--- config.mk ---
export PLATFORM = sky130hd
export DESIGN_NAME = wbfillframe_flat
export DESIGN_NICKNAME = d
export VERILOG_FILES = /design/src/rtl/wbfillframe_pkg.sv /design/src/rtl/wbfillframe_if.sv /design/src/rtl/wbfillframe_pattern.sv /design/src/rtl/wbfillframe.sv /design/src/flat_wrapper.sv
export SDC_FILE = /design/constraint.sdc
export NUM_CORES = 1
export LEC_CHECK = 0
export CELL_PAD_IN_SITES_DETAIL_PLACEMENT = 1
export CELL_PAD_IN_SITES_GLOBAL_PLACEMENT = 2
export CORE_MARGIN = 4
export CORE_UTILIZATION = 36
export DETAILED_ROUTE_END_ITERATION = 10
export PLACE_DENSITY = 0.95
export SLEW_MARGIN = 20
export SYNTH_ARGS = -nofsm -noshare
export SYNTH_HDL_FRONTEND = slang
export SYNTH_SLANG_ARGS = --single-unit
--- constraint.sdc ---
create_clock -name i_clk -period 17.1 [get_ports i_clk]
set_input_delay 1.71 -clock i_clk [delete_from_list [all_inputs] [get_ports i_clk]]
set_output_delay 1.71 -clock i_clk [all_outputs]
set_load 0.01 [all_outputs]
--- src/rtl/wbfillframe_pkg.sv ---
// Shared types for the wbfillframe test-image writer: FSM states and pattern codes.
package wbfillframe_pkg;

    typedef enum logic [1:0] {IDLE, WRITE, DRAIN} state_t;

    typedef enum logic [1:0] {
        PAT_SOLID = 2'd0,
        PAT_BARS  = 2'd1,
        PAT_RAMP  = 2'd2,
        PAT_CHECK = 2'd3
    } pat_t;

endpackage

--- src/rtl/wbfillframe_if.sv ---
// Wishbone pipelined write bus between wbfillframe and the memory arbiter.
interface wbfillframe_if #(
    parameter int AW = 24,
    parameter int DW = 32
);
    logic          cyc;
    logic          stb;
    logic          we;
    logic [AW-1:0] addr;
    logic [DW-1:0] data;
    logic [DW/8-1:0] sel;
    logic          ack;
    logic          stall;
    logic          err;

    modport master (output cyc, stb, we, addr, data, sel, input ack, stall, err);
    modport slave  (input cyc, stb, we, addr, data, sel, output ack, stall, err);
endinterface

--- src/rtl/wbfillframe_pattern.sv ---
// wbfill_pattern: combinational pixel word from column bit 3, line low byte and bar index.
// Built only when WBFILL_PATTERNS_EN is defined.
`ifdef WBFILL_PATTERNS_EN
module wbfill_pattern
    import wbfillframe_pkg::*;
#(
    parameter int DW = 32
) (
    input  logic          col_b3,
    input  logic [7:0]    line_lo,
    input  logic [2:0]    bar,
    input  pat_t          pattern,
    input  logic [DW-1:0] color,
    output logic [DW-1:0] word
);
    always_comb begin
        word = color;
        unique case (pattern)
            PAT_BARS:  word = DW'({8'h00, {8{bar[2]}}, {8{bar[1]}}, {8{bar[0]}}});
            PAT_RAMP:  word = {(DW/8){line_lo}};
            PAT_CHECK: word = (col_b3 ^ line_lo[3]) ? color : '0;
            default:   word = color;
        endcase
    end
endmodule
`endif

--- src/rtl/wbfillframe.sv ---
// wbfillframe: Wishbone pipelined master that paints a test frame into memory.
// Bars/ramp/checker patterns are built only with WBFILL_PATTERNS_EN defined.
module wbfillframe
    import wbfillframe_pkg::*;
#(
    parameter int AW    = 24,
    parameter int DW    = 32,
    parameter int FW    = 13,
    parameter int LW    = 11,
    parameter int LGOUT = 4
) (
    input  logic          i_clk,
    input  logic          i_reset_n,
    input  logic          i_start,
    input  logic [AW-1:0] i_base,
    input  logic [FW-1:0] i_width,
    input  logic [LW-1:0] i_height,
    input  logic [1:0]    i_pattern,
    input  logic [DW-1:0] i_color,
    wbfillframe_if.master wb,
    output logic          o_busy,
    output logic          o_done,
    output logic          o_err
);
    localparam logic [LGOUT:0] OUT_MAX = {1'b1, {LGOUT{1'b0}}};

    state_t         state, state_nxt;
    logic [FW-1:0]  width_q, col, n_col;
    logic [LW-1:0]  height_q, line, n_line;
    logic [AW-1:0]  ptr, n_ptr, addr_q;
    logic [DW-1:0]  color_q, data_q, p_color, p_word;
    logic [LGOUT:0] cnt, cnt_nxt;
    logic cyc, stb, accept, ack_ok, bus_err, eol, last;
    logic start_ok, degen, done_nxt, done_q, err_q;

    assign cyc      = (state != IDLE);
    assign stb      = (state == WRITE) && (cnt != OUT_MAX);
    assign wb.cyc   = cyc;
    assign wb.stb   = stb;
    assign wb.we    = cyc;
    assign wb.addr  = addr_q;
    assign wb.data  = data_q;
    assign wb.sel   = '1;
    assign o_busy   = cyc;
    assign o_done   = done_q;
    assign o_err    = err_q;

    assign accept   = stb && !wb.stall;
    assign ack_ok   = cyc && wb.ack && (cnt != '0);
    assign bus_err  = cyc && wb.err;
    assign eol      = (col == width_q - FW'(1));
    assign last     = eol && (line == height_q - LW'(1));
    assign start_ok = (state == IDLE) && i_start;
    assign degen    = (i_width == '0) || (i_height == '0);
    assign cnt_nxt  = cnt + {{LGOUT{1'b0}}, accept} - {{LGOUT{1'b0}}, ack_ok};

    // Coordinates of the word that follows the one currently on the bus.
    assign n_col   = eol ? '0 : col + FW'(1);
    assign n_line  = eol ? line + LW'(1) : line;
    assign n_ptr   = eol ? ptr + AW'(width_q) : ptr;
    assign p_color = (state == IDLE) ? i_color : color_q;

    always_comb begin
        state_nxt = state;
        done_nxt  = 1'b0;
        unique case (state)
            IDLE:  if (start_ok) begin
                       if (degen) done_nxt = 1'b1;
                       else       state_nxt = WRITE;
                   end
            WRITE: if (accept && last) state_nxt = DRAIN;
            DRAIN: if (cnt_nxt == '0) begin
                       state_nxt = IDLE;
                       done_nxt  = 1'b1;
                   end
            default: state_nxt = IDLE;
        endcase
        if (bus_err) begin
            state_nxt = IDLE;
            done_nxt  = 1'b0;
        end
    end

    always_ff @(posedge i_clk or negedge i_reset_n) begin
        if (!i_reset_n) state <= IDLE;
        else            state <= state_nxt;
    end

    always_ff @(posedge i_clk or negedge i_reset_n) begin
        if (!i_reset_n) begin
            width_q  <= '0;
            height_q <= '0;
            color_q  <= '0;
            col      <= '0;
            line     <= '0;
            ptr      <= '0;
            addr_q   <= '0;
            data_q   <= '0;
            cnt      <= '0;
            done_q   <= 1'b0;
            err_q    <= 1'b0;
        end else begin
            done_q <= done_nxt;
            cnt    <= bus_err ? '0 : cnt_nxt;
            if (bus_err)       err_q <= 1'b1;
            else if (start_ok) err_q <= 1'b0;
            if (start_ok) begin
                width_q  <= i_width;
                height_q <= i_height;
                color_q  <= i_color;
                col      <= '0;
                line     <= '0;
                ptr      <= i_base;
                addr_q   <= i_base;
                data_q   <= p_word;
            end else if (accept) begin
                col    <= n_col;
                line   <= n_line;
                ptr    <= n_ptr;
                addr_q <= n_ptr + AW'(n_col);
                data_q <= p_word;
            end
        end
    end

`ifdef WBFILL_PATTERNS_EN
    pat_t          pat_q, p_pat;
    logic [FW-1:0] bar_w, bar_cnt, n_bar_cnt;
    logic [2:0]    bar, n_bar, p_bar;
    logic [7:0]    p_line;
    logic          p_col3;

    // Bar index is tracked incrementally so no divider is needed.
    assign bar_w = (width_q < FW'(8)) ? FW'(1) : (width_q >> 3);

    always_comb begin
        n_bar     = bar;
        n_bar_cnt = bar_cnt + FW'(1);
        if (eol) begin
            n_bar     = '0;
            n_bar_cnt = '0;
        end else if (bar != 3'd7 && bar_cnt == bar_w - FW'(1)) begin
            n_bar     = bar + 3'd1;
            n_bar_cnt = '0;
        end
    end

    assign p_pat  = (state == IDLE) ? pat_t'(i_pattern) : pat_q;
    assign p_bar  = (state == IDLE) ? 3'd0 : n_bar;
    assign p_line = (state == IDLE) ? 8'd0 : n_line[7:0];
    assign p_col3 = (state == IDLE) ? 1'b0 : n_col[3];

    wbfill_pattern #(.DW(DW)) u_pattern (
        .col_b3  (p_col3),
        .line_lo (p_line),
        .bar     (p_bar),
        .pattern (p_pat),
        .color   (p_color),
        .word    (p_word)
    );

    always_ff @(posedge i_clk or negedge i_reset_n) begin
        if (!i_reset_n) begin
            pat_q   <= PAT_SOLID;
            bar     <= '0;
            bar_cnt <= '0;
        end else if (start_ok) begin
            pat_q   <= pat_t'(i_pattern);
            bar     <= '0;
            bar_cnt <= '0;
        end else if (accept) begin
            bar     <= n_bar;
            bar_cnt <= n_bar_cnt;
        end
    end
`else
    logic [1:0] unused_pattern;
    assign unused_pattern = i_pattern;
    assign p_word = p_color;
`endif

endmodule

--- src/flat_wrapper.sv ---
// flat-port wrapper written by rule: the top's interface ports become plain ports
module wbfillframe_flat import wbfillframe_pkg::*;
#(
    parameter int AW    = 24,
    parameter int DW    = 32,
    parameter int FW    = 13,
    parameter int LW    = 11,
    parameter int LGOUT = 4
)
  (i_clk, i_reset_n, i_start, i_base, i_width, i_height, i_pattern, i_color, o_busy, o_done, o_err, wb_cyc, wb_stb, wb_we, wb_addr, wb_data, wb_sel, wb_ack, wb_stall, wb_err);
  wbfillframe_if #(.AW(AW), .DW(DW)) wb_i ();
  input  logic i_clk;
  input  logic i_reset_n;
  input  logic i_start;
  input  logic [AW-1:0] i_base;
  input  logic [FW-1:0] i_width;
  input  logic [LW-1:0] i_height;
  input  logic [1:0] i_pattern;
  input  logic [DW-1:0] i_color;
  output logic o_busy;
  output logic o_done;
  output logic o_err;
  output wire logic [$bits(wb_i.cyc)-1:0] wb_cyc;
  output wire logic [$bits(wb_i.stb)-1:0] wb_stb;
  output wire logic [$bits(wb_i.we)-1:0] wb_we;
  output wire logic [$bits(wb_i.addr)-1:0] wb_addr;
  output wire logic [$bits(wb_i.data)-1:0] wb_data;
  output wire logic [$bits(wb_i.sel)-1:0] wb_sel;
  input wire logic [$bits(wb_i.ack)-1:0] wb_ack;
  input wire logic [$bits(wb_i.stall)-1:0] wb_stall;
  input wire logic [$bits(wb_i.err)-1:0] wb_err;
  assign wb_cyc = wb_i.cyc;
  assign wb_stb = wb_i.stb;
  assign wb_we = wb_i.we;
  assign wb_addr = wb_i.addr;
  assign wb_data = wb_i.data;
  assign wb_sel = wb_i.sel;
  assign wb_i.ack = wb_ack;
  assign wb_i.stall = wb_stall;
  assign wb_i.err = wb_err;
  wbfillframe #(.AW(AW), .DW(DW), .FW(FW), .LW(LW), .LGOUT(LGOUT)) u_core (.i_clk(i_clk), .i_reset_n(i_reset_n), .i_start(i_start), .i_base(i_base), .i_width(i_width), .i_height(i_height), .i_pattern(i_pattern), .i_color(i_color), .wb(wb_i), .o_busy(o_busy), .o_done(o_done), .o_err(o_err));
endmodule
==> impl_results.md <==
* Starting Density at 36.67%
* Final Skew at 0.009803 ns
* Max Freq at 156.7 MHz
* Slowest cell on crit path: o41ai_1
* Clock transition at path regs at 0.08 ns
* Vias in the first global route at 9,508
* R2R setup slack at 10.72 ns
* CORE AREA at 27,860 um2
* Buf/Inv on CP at 3
* Vias at 8,949
* Final GP Congestion at 0.8385
* Yosys cell types at 71
* DR WL/cell at 18.41 um
* Post-DP Area at 11,970 um2
* Crit share post-route at 37.32%
* Number of flops mapped to enable cells by yosys at 0
* Clock buffer count from CTS at 17
* Async SR Flop Fraction at 100.0%
* FF+latch count, synth at 169
* GR Layer Usage met2 at 34.01%
* Post-route ant nets at 0
* Leak at 5.572 nW
* Grt ovf at 0
* DRT Pass-1 Iters at 4
* Area Overhead vs Synth at 23.13%
* CTS resizes at 0
* Antenna fix cells at 0
* Detailed placement HPWL at 22,100 um
* Detailed-route wire length at 31,000 um
* Share of the synthesized area in the top cell type at 41.40%
* Sequential area share after synthesis at 41.40%
* Max stage delay on crit path at 0.75 ns
* Area contributors post-synth: dfrtp_1, nand2_1, ha_1, xnor2_1, xor2_1
* CTS H-tree depth at 4
* DRC Markers at 0
* Clock sinks at 169
* Endpoints failing setup at 0
* Nets at 1,420
* Max-cap violations at 0
* Design area at 12,580 um2
* Total number of cells along the worst setup path at 21
* Largest net degree at the start of global routing at 95
* Worst Setup End Kind: register
* First-pass GRT wire length at 50,590 um
* Die area at 31,130 um2
* Share of layout cells above drive strength 1 at 5.360%
* Mapped Cells at 1,184
* Syn avg cell area at 8.627 um2
* CTS tree: yes
* Critical Path Start Type: register
* Min cycle time layout at 6.382 ns
* Rows at 61
* Post-DR vias/cell at 5.314
* Rel. slew slack at 34.74%
* Die Span Y at 176.4 um
* DR iter-0 viols at 479
* Post-CTS Setup Bufs at 0
* Peak supply drop at 67.95 uV
* GRT met3 Usage at 7.495%
* Status: finished clean
* Crit Path Max Fanout at 34
* All-Layer GR Usage at 20.15%
* RSZ-0062 raised after global routing: false
* GR peak layer: met2
* Hold-fix buffers, CTS at 0
* Clk Latency, worst-skew pair at 0.45 ns
* Mapped Area at 10,210 um2
* Final Hold Viols at 0
* Worst path cell trace: inv_1 > ha_1 > or4b_4 > o41ai_2 > o31a_1 > nand4b_2 > or2_1 > buf_4 > mux2i_1 > inv_1 > ha_1 > a211oi_1 > o211ai_1 > a211oi_1 > o41ai_1 > and2_1 > a32oi_1 > nor4b_4 > nand4b_1 > xnor2_1 > o21ai_1
* Bufs on Longest Clock Path at 2
* Chip width at 176.4 um
* WHS Path Cells at 2
* Worst r2r path cells at 21
* I/O pin count at 154
* Worst Hold Class: register to register
* Top cell type by total area after synthesis: dfrtp_1
* Worst slew pin tran at 0.9788 ns
* Yosys warnings at 0
* Setup_tns at 0 ns
* IO buf count at 147
* Met1 Use GR at 24.90%
* Crit Path Class: register to register
* Cell family with most CP delay: compound AO/OA/AOI/OAI gates
* Crit path DAT at 6.69 ns
* Clk root buf: clkbuf_16
* Initial antenna violation count at 2
* Pwr/cell area at 132.2 nW/um2
* Fin. max-slew vios at 0
* Main synth FF type: dfrtp_1
* Worst EP required at 17.41 ns
==> kinds of logic (layout without fill, tap and decap cells) <==
kind of cell | after synthesis | after routing | synth area share (%)
flip-flops | 169 | 169 | 41.40
multiplexers | 38 | 38 | 3.760
other | 1 | 4 | 0.03671
buffers and inverters | 100 | 219 | 4.042
AO/OA/AOI/OAI | 248 | 248 | 16.10
XOR/XNOR | 90 | 90 | 7.864
adder cells (fa/ha/maj) | 39 | 39 | 4.998
AND/OR/NAND/NOR | 499 | 499 | 21.80
==> Yosys cell counts (all sizes together) (4+ instances only) <==
| cell type | count |
|---|---|
| nand2 | 286 |
| dfrtp | 169 |
| o21ai | 89 |
| nor2 | 85 |
| xnor2 | 49 |
| clkbuf | 45 |
| xor2 | 41 |
| ha | 36 |
| a21oi | 35 |
| mux2i | 35 |
| nand3 | 35 |
| inv | 29 |
| buf | 25 |
| nor3 | 21 |
| a22oi | 17 |
| o31ai | 16 |
| nor4 | 15 |
| a211oi | 13 |
| o21a | 10 |
| a21o | 8 |
| and3 | 8 |
| nand4 | 8 |
| nor3b | 7 |
| o31a | 7 |
| a211o | 6 |
| nor2b | 6 |
| a221o | 5 |
| and2 | 5 |
| o21bai | 5 |
| o41ai | 5 |
| or3 | 5 |
| a31oi | 4 |
| nand2b | 4 |
| o2111ai | 4 |
| o211ai | 4 |
| or2 | 4 |
==> worst reg2reg max path, stage by stage, from the launching register on <==
cell	delay [ns]
dfrtp_1	0.48
inv_1	0.13
ha_1	0.21
or4b_4	0.52
o41ai_2	0.38
o31a_1	0.21
nand4b_2	0.34
or2_1	0.34
buf_4	0.25
mux2i_1	0.38
inv_1	0.09
ha_1	0.30
a211oi_1	0.10
o211ai_1	0.32
a211oi_1	0.20
o41ai_1	0.75
and2_1	0.23
a32oi_1	0.16
nor4b_4	0.42
nand4b_1	0.19
xnor2_1	0.18
o21ai_1	0.07
==> placed cells by master (no fill, tap or decap), types with 5 or more instances in the layout <==
| cell type | count |
|---|---|
| clkbuf_16 | 17 |
| o31a_1 | 7 |
| and3_1 | 8 |
| a211o_1 | 5 |
| buf_4 | 9 |
| o21a_1 | 10 |
| a21oi_1 | 35 |
| o21bai_1 | 5 |
| dfrtp_1 | 169 |
| nor3_1 | 19 |
| or3_1 | 5 |
| nand4_1 | 8 |
| nor4_1 | 13 |
| nor2b_1 | 6 |
| inv_1 | 29 |
| nor3b_1 | 6 |
| ha_1 | 36 |
| mux2i_1 | 35 |
| clkinv_8 | 6 |
| clkdlybuf4s50_1 | 146 |
| o21ai_1 | 19 |
| a221o_1 | 5 |
| a22oi_1 | 17 |
| o31ai_1 | 15 |
| a21o_1 | 8 |
| nand2_1 | 285 |
| o21ai_0 | 70 |
| nand3_1 | 35 |
| xor2_1 | 41 |
| nor2_1 | 83 |
| a211oi_1 | 13 |
| xnor2_1 | 47 |
==> cell type report <==
class / count / area (um2)
sequential: 169 / 4229
timing repair buffer: 157 / 1551
clock inverter: 15 / 178.9
tap: 378 / 473.0
multi-input combinational: 918 / 5607
clock buffer: 17 / 425.4
inverter: 30 / 112.6
fill: 3237 / 15280
==> per-stage QoR <==
stage               utilization (%)  cells  power, W  setup slack (ns)  hold slack, ns
floorplan                         -   1187  0.001010             11.71          0.4450
global placement              42.96   1652  0.001247             10.91          0.4507
detailed placement            42.96   1652  0.001278             10.79          0.4617
CTS                           45.13   1684  0.001682             10.73          0.4808
global route                  45.15   1684  0.001787             10.30          0.5052
finish                        45.15   1684  0.001663             10.72          0.4762
==> final timing paths <==
check                                                from                              to
setup / recovery            u_core.width_q[1]$_DFFE_PN0P_  u_core.wb.addr[23]$_DFFE_PN0P_
hold / removal             u_core.color_q[11]$_DFFE_PN0P_  u_core.color_q[11]$_DFFE_PN0P_
setup reg to reg            u_core.width_q[1]$_DFFE_PN0P_  u_core.wb.addr[23]$_DFFE_PN0P_
hold reg to reg            u_core.color_q[11]$_DFFE_PN0P_  u_core.color_q[11]$_DFFE_PN0P_
max in group asynchronous                       i_reset_n  u_core.color_q[21]$_DFFE_PN0P_
min in group asynchronous                       i_reset_n   u_core.wb.addr[3]$_DFFE_PN0P_
==> metal layers <==
layer,vias up,part of all wire (%)
met5,-,0.087
met4,4,1.1
met3,31,7.8
met2,184,49
met1,4420,42
li1,4310,-
==> power by group <==
part	switching (W)	leakage, nW	internal, W	total [W]
logic	0.000364	3.17	0.000309	0.000673
clock network	0.000197	0.291	0.000197	0.000394
registers	0.0000952	2.11	0.000501	0.000596
==> sequential cells by signal, indices dropped and copies added (netlist names), 5 cells and up <==
signal and flops:
u_core.color_q 32, u_core.ptr 24, u_core.width_q 13, u_core.line 11, u_core.height_q 11, u_core.cnt 5, u_core.col 13, u_core.wb.addr 24
u_core.wb.data 32
Power figures use the tool's default switching activity.
